### src/rtl/fcs_pkg.sv
`default_nettype none
// ============================================================================
// fcs_pkg : state type and CRC-32 constants shared by the FCS append block
// Revision: 1.0
// ============================================================================
package fcs_pkg;

   typedef enum logic [1:0] {
      ST_IDLE = 2'd0,
      ST_DATA = 2'd1,
      ST_PAD  = 2'd2,
      ST_FCS  = 2'd3
   } state_t;

   localparam logic [31:0] CRC_POLY_REFL = 32'hEDB88320;
   localparam logic [31:0] CRC_INIT      = 32'hFFFFFFFF;
   // Register value left after running the CRC over a frame plus its FCS
   localparam logic [31:0] CRC_RESIDUE   = 32'hDEBB20E3;

endpackage
`default_nettype wire

### src/rtl/fcs_append_ctrl_if.sv
`default_nettype none
// ============================================================================
// fcs_append_ctrl_if : byte-stream input and output handshakes of the FCS block
// Revision: 1.0
// ============================================================================
interface fcs_append_ctrl_if;

   logic [7:0] in_data;
   logic       in_valid;
   logic       in_sop;
   logic       in_eop;
   logic       in_ready;

   logic [7:0] out_data;
   logic       out_valid;
   logic       out_sop;
   logic       out_eop;
   logic       out_ready;

   modport slave (
      input  in_data, in_valid, in_sop, in_eop,
      output in_ready,
      output out_data, out_valid, out_sop, out_eop,
      input  out_ready
   );

   modport master (
      output in_data, in_valid, in_sop, in_eop,
      input  in_ready,
      input  out_data, out_valid, out_sop, out_eop,
      output out_ready
   );

endinterface
`default_nettype wire

### src/rtl/crc32_byte_step.sv
`default_nettype none
// ============================================================================
// crc32_byte_step : combinational reflected CRC-32 update by one byte, LSB first
// Revision: 1.0
// ============================================================================
module crc32_byte_step
   import fcs_pkg::*;
(
   input  wire logic [31:0] crc_in,
   input  wire logic [7:0]  d,
   output logic      [31:0] crc_out
);

   always_comb begin
      logic [31:0] c;
      c = crc_in;
      for (int i = 0; i < 8; i++) begin
         if (c[0] ^ d[i]) begin
            c = (c >> 1) ^ CRC_POLY_REFL;
         end else begin
            c = c >> 1;
         end
      end
      crc_out = c;
   end

endmodule
`default_nettype wire

### src/rtl/fcs_append_ctrl.sv
`default_nettype none
// ============================================================================
// fcs_append_ctrl : frames a byte stream, optionally pads it (FCS_PAD_EN) and
// appends the Ethernet FCS behind a single output register stage.
// Revision: 1.0
// ============================================================================
module fcs_append_ctrl
   import fcs_pkg::*;
#(
   parameter int unsigned MIN_FRAME_BYTES = 60
) (
   input  wire logic        clk,
   input  wire logic        reset_n,
   fcs_append_ctrl_if.slave bus,
   output logic             busy,
   output logic [15:0]      frame_count
);

   state_t      state_q, state_d;
   logic [31:0] crc_q, crc_d;
   logic [15:0] byte_cnt_q, byte_cnt_d;
   logic [1:0]  fcs_idx_q, fcs_idx_d;
   logic [7:0]  out_data_q, out_data_d;
   logic        out_valid_q, out_valid_d;
   logic        out_sop_q, out_sop_d;
   logic        out_eop_q, out_eop_d;
   logic [15:0] frame_count_q, frame_count_d;

   logic        w_load_en;
   logic        w_in_ready;
   logic        w_accept;
   logic [7:0]  w_crc_byte;
   logic [31:0] w_crc_next;
   logic [31:0] w_crc_inv;
   logic [7:0]  w_fcs_byte;
   logic [15:0] w_cnt_inc;
   state_t      w_eop_state;

   assign w_load_en  = !out_valid_q || bus.out_ready;
   assign w_in_ready = reset_n && w_load_en &&
                       ((state_q == ST_IDLE) || (state_q == ST_DATA));
   assign w_accept   = bus.in_valid && w_in_ready;
   assign w_cnt_inc  = (byte_cnt_q == 16'hFFFF) ? byte_cnt_q : byte_cnt_q + 16'd1;
   assign w_crc_inv  = ~crc_q;
   assign w_fcs_byte = w_crc_inv[{fcs_idx_q, 3'b000} +: 8];

`ifdef FCS_PAD_EN
   logic [15:0] w_eop_cnt;
   logic        w_pad_done;

   // Count including the eop byte itself; IDLE means a one-byte frame
   assign w_eop_cnt   = (state_q == ST_IDLE) ? 16'd1 : w_cnt_inc;
   assign w_eop_state = ({16'd0, w_eop_cnt} < 32'(MIN_FRAME_BYTES)) ? ST_PAD : ST_FCS;
   assign w_pad_done  = ({16'd0, w_cnt_inc} >= 32'(MIN_FRAME_BYTES));
   assign w_crc_byte  = (state_q == ST_PAD) ? 8'h00 : bus.in_data;
`else
   logic [15:0] w_unused_min;

   assign w_unused_min = MIN_FRAME_BYTES[15:0];
   assign w_eop_state  = ST_FCS;
   assign w_crc_byte   = bus.in_data;
`endif

   crc32_byte_step u_crc_step (
      .crc_in  (crc_q),
      .d       (w_crc_byte),
      .crc_out (w_crc_next)
   );

   always_comb begin
      state_d       = state_q;
      crc_d         = crc_q;
      byte_cnt_d    = byte_cnt_q;
      fcs_idx_d     = fcs_idx_q;
      out_data_d    = out_data_q;
      out_valid_d   = out_valid_q;
      out_sop_d     = out_sop_q;
      out_eop_d     = out_eop_q;
      frame_count_d = frame_count_q;

      // Nothing moves while the output register is stalled
      if (w_load_en) begin
         out_valid_d = 1'b0;
         out_sop_d   = 1'b0;
         out_eop_d   = 1'b0;
         case (state_q)
            ST_IDLE: begin
               if (w_accept && bus.in_sop) begin
                  crc_d       = w_crc_next;
                  byte_cnt_d  = 16'd1;
                  out_valid_d = 1'b1;
                  out_data_d  = bus.in_data;
                  out_sop_d   = 1'b1;
                  fcs_idx_d   = 2'd0;
                  state_d     = bus.in_eop ? w_eop_state : ST_DATA;
               end
            end
            ST_DATA: begin
               if (w_accept) begin
                  crc_d       = w_crc_next;
                  byte_cnt_d  = w_cnt_inc;
                  out_valid_d = 1'b1;
                  out_data_d  = bus.in_data;
                  fcs_idx_d   = 2'd0;
                  if (bus.in_eop) begin
                     state_d = w_eop_state;
                  end
               end
            end
`ifdef FCS_PAD_EN
            ST_PAD: begin
               crc_d       = w_crc_next;
               byte_cnt_d  = w_cnt_inc;
               out_valid_d = 1'b1;
               out_data_d  = 8'h00;
               fcs_idx_d   = 2'd0;
               if (w_pad_done) begin
                  state_d = ST_FCS;
               end
            end
`endif
            ST_FCS: begin
               out_valid_d = 1'b1;
               out_data_d  = w_fcs_byte;
               fcs_idx_d   = fcs_idx_q + 2'd1;
               if (fcs_idx_q == 2'd3) begin
                  out_eop_d     = 1'b1;
                  frame_count_d = frame_count_q + 16'd1;
                  crc_d         = CRC_INIT;
                  byte_cnt_d    = 16'd0;
                  fcs_idx_d     = 2'd0;
                  state_d       = ST_IDLE;
               end
            end
            default: begin
               state_d = ST_IDLE;
            end
         endcase
      end
   end

   always_ff @(posedge clk or negedge reset_n) begin
      if (!reset_n) begin
         state_q       <= ST_IDLE;
         crc_q         <= CRC_INIT;
         byte_cnt_q    <= 16'd0;
         fcs_idx_q     <= 2'd0;
         out_data_q    <= 8'h00;
         out_valid_q   <= 1'b0;
         out_sop_q     <= 1'b0;
         out_eop_q     <= 1'b0;
         frame_count_q <= 16'd0;
      end else begin
         state_q       <= state_d;
         crc_q         <= crc_d;
         byte_cnt_q    <= byte_cnt_d;
         fcs_idx_q     <= fcs_idx_d;
         out_data_q    <= out_data_d;
         out_valid_q   <= out_valid_d;
         out_sop_q     <= out_sop_d;
         out_eop_q     <= out_eop_d;
         frame_count_q <= frame_count_d;
      end
   end

   assign bus.in_ready  = w_in_ready;
   assign bus.out_data  = out_data_q;
   assign bus.out_valid = out_valid_q;
   assign bus.out_sop   = out_sop_q;
   assign bus.out_eop   = out_eop_q;
   assign busy          = (state_q != ST_IDLE);
   assign frame_count   = frame_count_q;

endmodule
`default_nettype wire

### src/flat_wrapper.sv
// flat-port wrapper written by rule: the top's interface ports become plain ports
module fcs_append_ctrl_flat import fcs_pkg::*;
#(
   parameter int unsigned MIN_FRAME_BYTES = 60
)
  (clk, reset_n, busy, frame_count, bus_in_data, bus_in_valid, bus_in_sop, bus_in_eop, bus_in_ready, bus_out_data, bus_out_valid, bus_out_sop, bus_out_eop, bus_out_ready);
  fcs_append_ctrl_if bus_i ();
  input  wire logic clk;
  input  wire logic reset_n;
  output logic busy;
  output logic [15:0] frame_count;
  input wire logic [$bits(bus_i.in_data)-1:0] bus_in_data;
  input wire logic [$bits(bus_i.in_valid)-1:0] bus_in_valid;
  input wire logic [$bits(bus_i.in_sop)-1:0] bus_in_sop;
  input wire logic [$bits(bus_i.in_eop)-1:0] bus_in_eop;
  output wire logic [$bits(bus_i.in_ready)-1:0] bus_in_ready;
  output wire logic [$bits(bus_i.out_data)-1:0] bus_out_data;
  output wire logic [$bits(bus_i.out_valid)-1:0] bus_out_valid;
  output wire logic [$bits(bus_i.out_sop)-1:0] bus_out_sop;
  output wire logic [$bits(bus_i.out_eop)-1:0] bus_out_eop;
  input wire logic [$bits(bus_i.out_ready)-1:0] bus_out_ready;
  assign bus_i.in_data = bus_in_data;
  assign bus_i.in_valid = bus_in_valid;
  assign bus_i.in_sop = bus_in_sop;
  assign bus_i.in_eop = bus_in_eop;
  assign bus_in_ready = bus_i.in_ready;
  assign bus_out_data = bus_i.out_data;
  assign bus_out_valid = bus_i.out_valid;
  assign bus_out_sop = bus_i.out_sop;
  assign bus_out_eop = bus_i.out_eop;
  assign bus_i.out_ready = bus_out_ready;
  fcs_append_ctrl #(.MIN_FRAME_BYTES(MIN_FRAME_BYTES)) u_core (.clk(clk), .reset_n(reset_n), .bus(bus_i), .busy(busy), .frame_count(frame_count));
endmodule
### config.mk
export PLATFORM = sky130hd
export DESIGN_NAME = fcs_append_ctrl_flat
export DESIGN_NICKNAME = d
export VERILOG_FILES = /design/src/rtl/fcs_pkg.sv /design/src/rtl/fcs_append_ctrl_if.sv /design/src/rtl/crc32_byte_step.sv /design/src/rtl/fcs_append_ctrl.sv /design/src/flat_wrapper.sv
export SDC_FILE = /design/constraint.sdc
export NUM_CORES = 1
export LEC_CHECK = 0
export ABC_AREA = 1
export BUFFER_PORTS_ARGS = -buffer_cell sky130_fd_sc_hd__buf_2
export CORE_ASPECT_RATIO = 0.9
export CORE_MARGIN = 4
export CORE_UTILIZATION = 28
export CTS_CLUSTER_SIZE = 16
export DETAILED_ROUTE_END_ITERATION = 16
export PLACE_DENSITY = 0.53
export SLEW_MARGIN = 20
export SYNTH_ARGS = -nofsm -noshare
export SYNTH_HDL_FRONTEND = slang
export SYNTH_SLANG_ARGS = --single-unit
### constraint.sdc
create_clock -name clk -period 2.3 [get_ports clk]
set_clock_uncertainty 0.15 [all_clocks]
set_input_delay 0.46 -clock clk [delete_from_list [all_inputs] [get_ports clk]]
set_output_delay 0.46 -clock clk [all_outputs]
set_load 0.02 [all_outputs]
==> flow_summary.toml <==
[outcome]
run_status = "completed"

[final_layout]
antennaDiodeCount = 0
final_common_cell = "nand2_1"
regArea_um2 = 1620
final_cell_mix = "nand2_1, inv_1, nand3_1, buf_2, xor2_1"
nFillCells = 1577
multi_input_area_um2 = 2340
drive_gt1_share_pct = 22.3
fin_nets = 675
syn2layout_area_growth_pct = 19.5

[global_routing]
grt_overflow = 0
grt_pass1_wl_um = 20800
grt_max_degree = 64
first_global_vias = 3990
antenna_found_initial = 0
track_usage_pct = 15.1

[sta]
hold_violations = 0
worst_slew_pin_slew_ns = 0.853
setup_viol_count_final = 0
relSlewSlack_pct = 43.1
drv_slew = 0
layout_min_cycle_time_ns = 2.06
setup_ws_ns = 0.242
post-route-period-util_pct = 89.5
finalSetupTns_ns = 0
rsz0062_at_grt = "no"
fmax_mhz = 486

[setup_path]
crit_buf_inv = 1
end_kind = "flop"
required_ns = 2.43
rrSetupSlack_ns = 0.24
cp_max_fo = 9
cp.depth = 8
setup.worst_path.start = "u_core.crc_q[5]$_DFFE_PN1P_"
r2r-start = "u_core.crc_q[5]$_DFFE_PN1P_"
crit_slowest_cell = "dfstp_2"
cp-endpoint = "u_core.crc_q[25]$_DFFE_PN1P_"
critPathArrivalTime_ns = 2.18
start_kind = "flop"
reg2reg_to = "u_core.crc_q[25]$_DFFE_PN1P_"
crit_chain = "inv_1 > nand2_1 > nand2_1 > xnor2_1 > nand2_1 > a21oi_1 > nor2_1 > nor2_1"
rr_worst_depth = 8
crit_top_cell = "nand2_1"
slowest_delay_ns = 0.56
worstSetupPathType = "flop to flop"
crit_family = "simple AND/OR/NAND/NOR gates"

[place]
place_ws_ns = 0.0913
gp_congestion = 0.909
place_hpwl_um = 9470
port_buffers = 42

[clock_network]
cts_tree = "done"
path_clk_slew_ns = 0.06
cts_root_buffer = "clkbuf_16"
cts_resized = 0
postCtsHoldBufs = 0
cts.sinks = 63
insertion_delay_ns = 0.34
htreeDepth = 3
clk_path_buf_depth = 2
post_cts_buffers = 0
numCtsBuffers = 9

[drt]
drt_wl_total_um = 12900
avgViaCountPerCell = 4.75
dr.pass1.iters = 5
wl_per_cell_um = 15.0
drc = 0
via_count = 4093
drtIter0Drc = 338
postRouteAntennaNets = 0

[pwr]
power_density_nw_per_um2 = 1560
ir_drop_uv = 563
p_leak_nw = 2.74

[yosys]
avgSynthCellArea_um2 = 7.20
synth_warnings = 0
syn_area_um2 = 4330
synth_cells = 601
synth.distinct_cells = 39
synth_ff_type = "dfstp_2"
async_reset_ff_share_pct = 100
synth_edf_count = 0
synth-seq-area-share_pct = 37.4
synth_nets = 617
synth_seq_cells = 63

[floorplan]
ioPinCount = 43
die_y_um = 126
die_w_um = 139
core_um2 = 14900
initial_utilization_pct = 29.0
rows = 42
die_area_um2 = 17500

[flow_run]
max-cap-violations = 0

[hold_path]
holdCritPathClass = "primary input to flop"
-- final cells by class --
| cell class | count | area share [%] |
|---|---|---|
| multi-input combinational | 448 | 45.3 |
| clock inverter | 2 | 0.726 |
| inverter | 77 | 5.69 |
| clock buffer | 14 | 5.30 |
| tap | 198 | 4.79 |
| timing repair buffer | 60 | 6.92 |
| sequential | 63 | 31.3 |
-- metrics by stage --
stage	utilization, %	cells	cell area (µm²)	total power (W)	hold WS (ns)
3_3_place_gp	32.5	846	4850	0.00650	0.308
3_5_place_dp	32.5	846	4850	0.00656	0.315
2_1_floorplan	-	601	4330	0.00532	0.0144
6_report	34.6	862	5170	0.00807	0.242
4_1_cts	34.6	862	5160	0.00806	0.233
5_1_grt	34.6	862	5170	0.00876	0.278
-- power breakdown --
group	switching [W]	leakage, nW	internal [W]
registers	0.000329	0.730	0.00172
logic	0.00299	1.86	0.00157
clock network	0.000530	0.149	0.000929
total	0.00385	2.74	0.00422
-- synthesized netlist by cell type (2+ instances only) --
cell | number | area [µm²]
a21oi_1 | 15 | 75.1
a22oi_1 | 5 | 37.5
a22oi_2 | 8 | 100
buf_2 | 5 | 25.0
buf_6 | 3 | 33.8
clkbuf_1 | 4 | 15.0
dfrtp_1 | 31 | 776
dfstp_2 | 32 | 841
ha_1 | 2 | 25.0
inv_1 | 68 | 255
inv_2 | 7 | 26.3
nand2_1 | 229 | 860
nand2_2 | 5 | 31.3
nand2_4 | 2 | 22.5
nand3_1 | 52 | 260
nand3b_1 | 2 | 15.0
nor2_1 | 16 | 60.1
nor2_2 | 4 | 25.0
nor2_4 | 3 | 33.8
nor2_8 | 2 | 40.0
nor3_1 | 3 | 15.0
nor3_2 | 2 | 20.0
o21ai_0 | 24 | 120
o21ai_1 | 19 | 95.1
xnor2_1 | 11 | 96.3
xor2_1 | 34 | 298
-- sequential cells by signal, summed over array words and instances, names as in the netlist --
register,count
u_core.state_q,2
u_core.bus.out_sop,1
u_core.crc_q,32
u_core.bus.out_eop,1
u_core.fcs_idx_q,2
u_core.bus.out_data,8
u_core.bus.out_valid,1
u_core.frame_count,16
-- how the worst min path moves through the flow --
stage / startpoint / to / slack (ns) / cells past startpoint
5_1_grt: bus_in_eop / u_core.state_q[1]$_DFFE_PN0P_ / 0.28 / 3
2_1_floorplan: reset_n / u_core.bus.out_data[0]$_DFFE_PN0P_ / 0.01 / 0
3_5_place_dp: u_core.frame_count[15]$_DFFE_PN0P_ / u_core.frame_count[15]$_DFFE_PN0P_ / 0.32 / 1
3_3_place_gp: u_core.frame_count[15]$_DFFE_PN0P_ / u_core.frame_count[15]$_DFFE_PN0P_ / 0.31 / 1
4_1_cts: bus_in_sop / u_core.bus.out_sop$_DFFE_PN0N_ / 0.23 / 3
6_report: bus_in_sop / u_core.bus.out_sop$_DFFE_PN0N_ / 0.24 / 3
-- per-layer routing --
layer	wire length, µm	vias up	track usage (%)
li1	-	2015	-
met1	5960	1930	19.4
met2	5880	130	23.9
met3	787	18	4.36
met4	321	0	5.98
met5	0	-	0
-- worst min-delay path, cell delays in order --
cell and delay (ns):
buf_2 0.10, inv_1 0.07, o31ai_1 0.07
-- cells by family (layout without fill, tap and decap cells) --
logic type	Yosys count	in the layout	synth area share [%]
compound gates	75	75	10.6
xor+xnor	45	45	9.11
fa+ha+maj	2	2	0.578
buf+inv	90	153	8.68
flops	63	63	37.4
simple gates	326	326	33.6
Power figures use the tool's default switching activity.
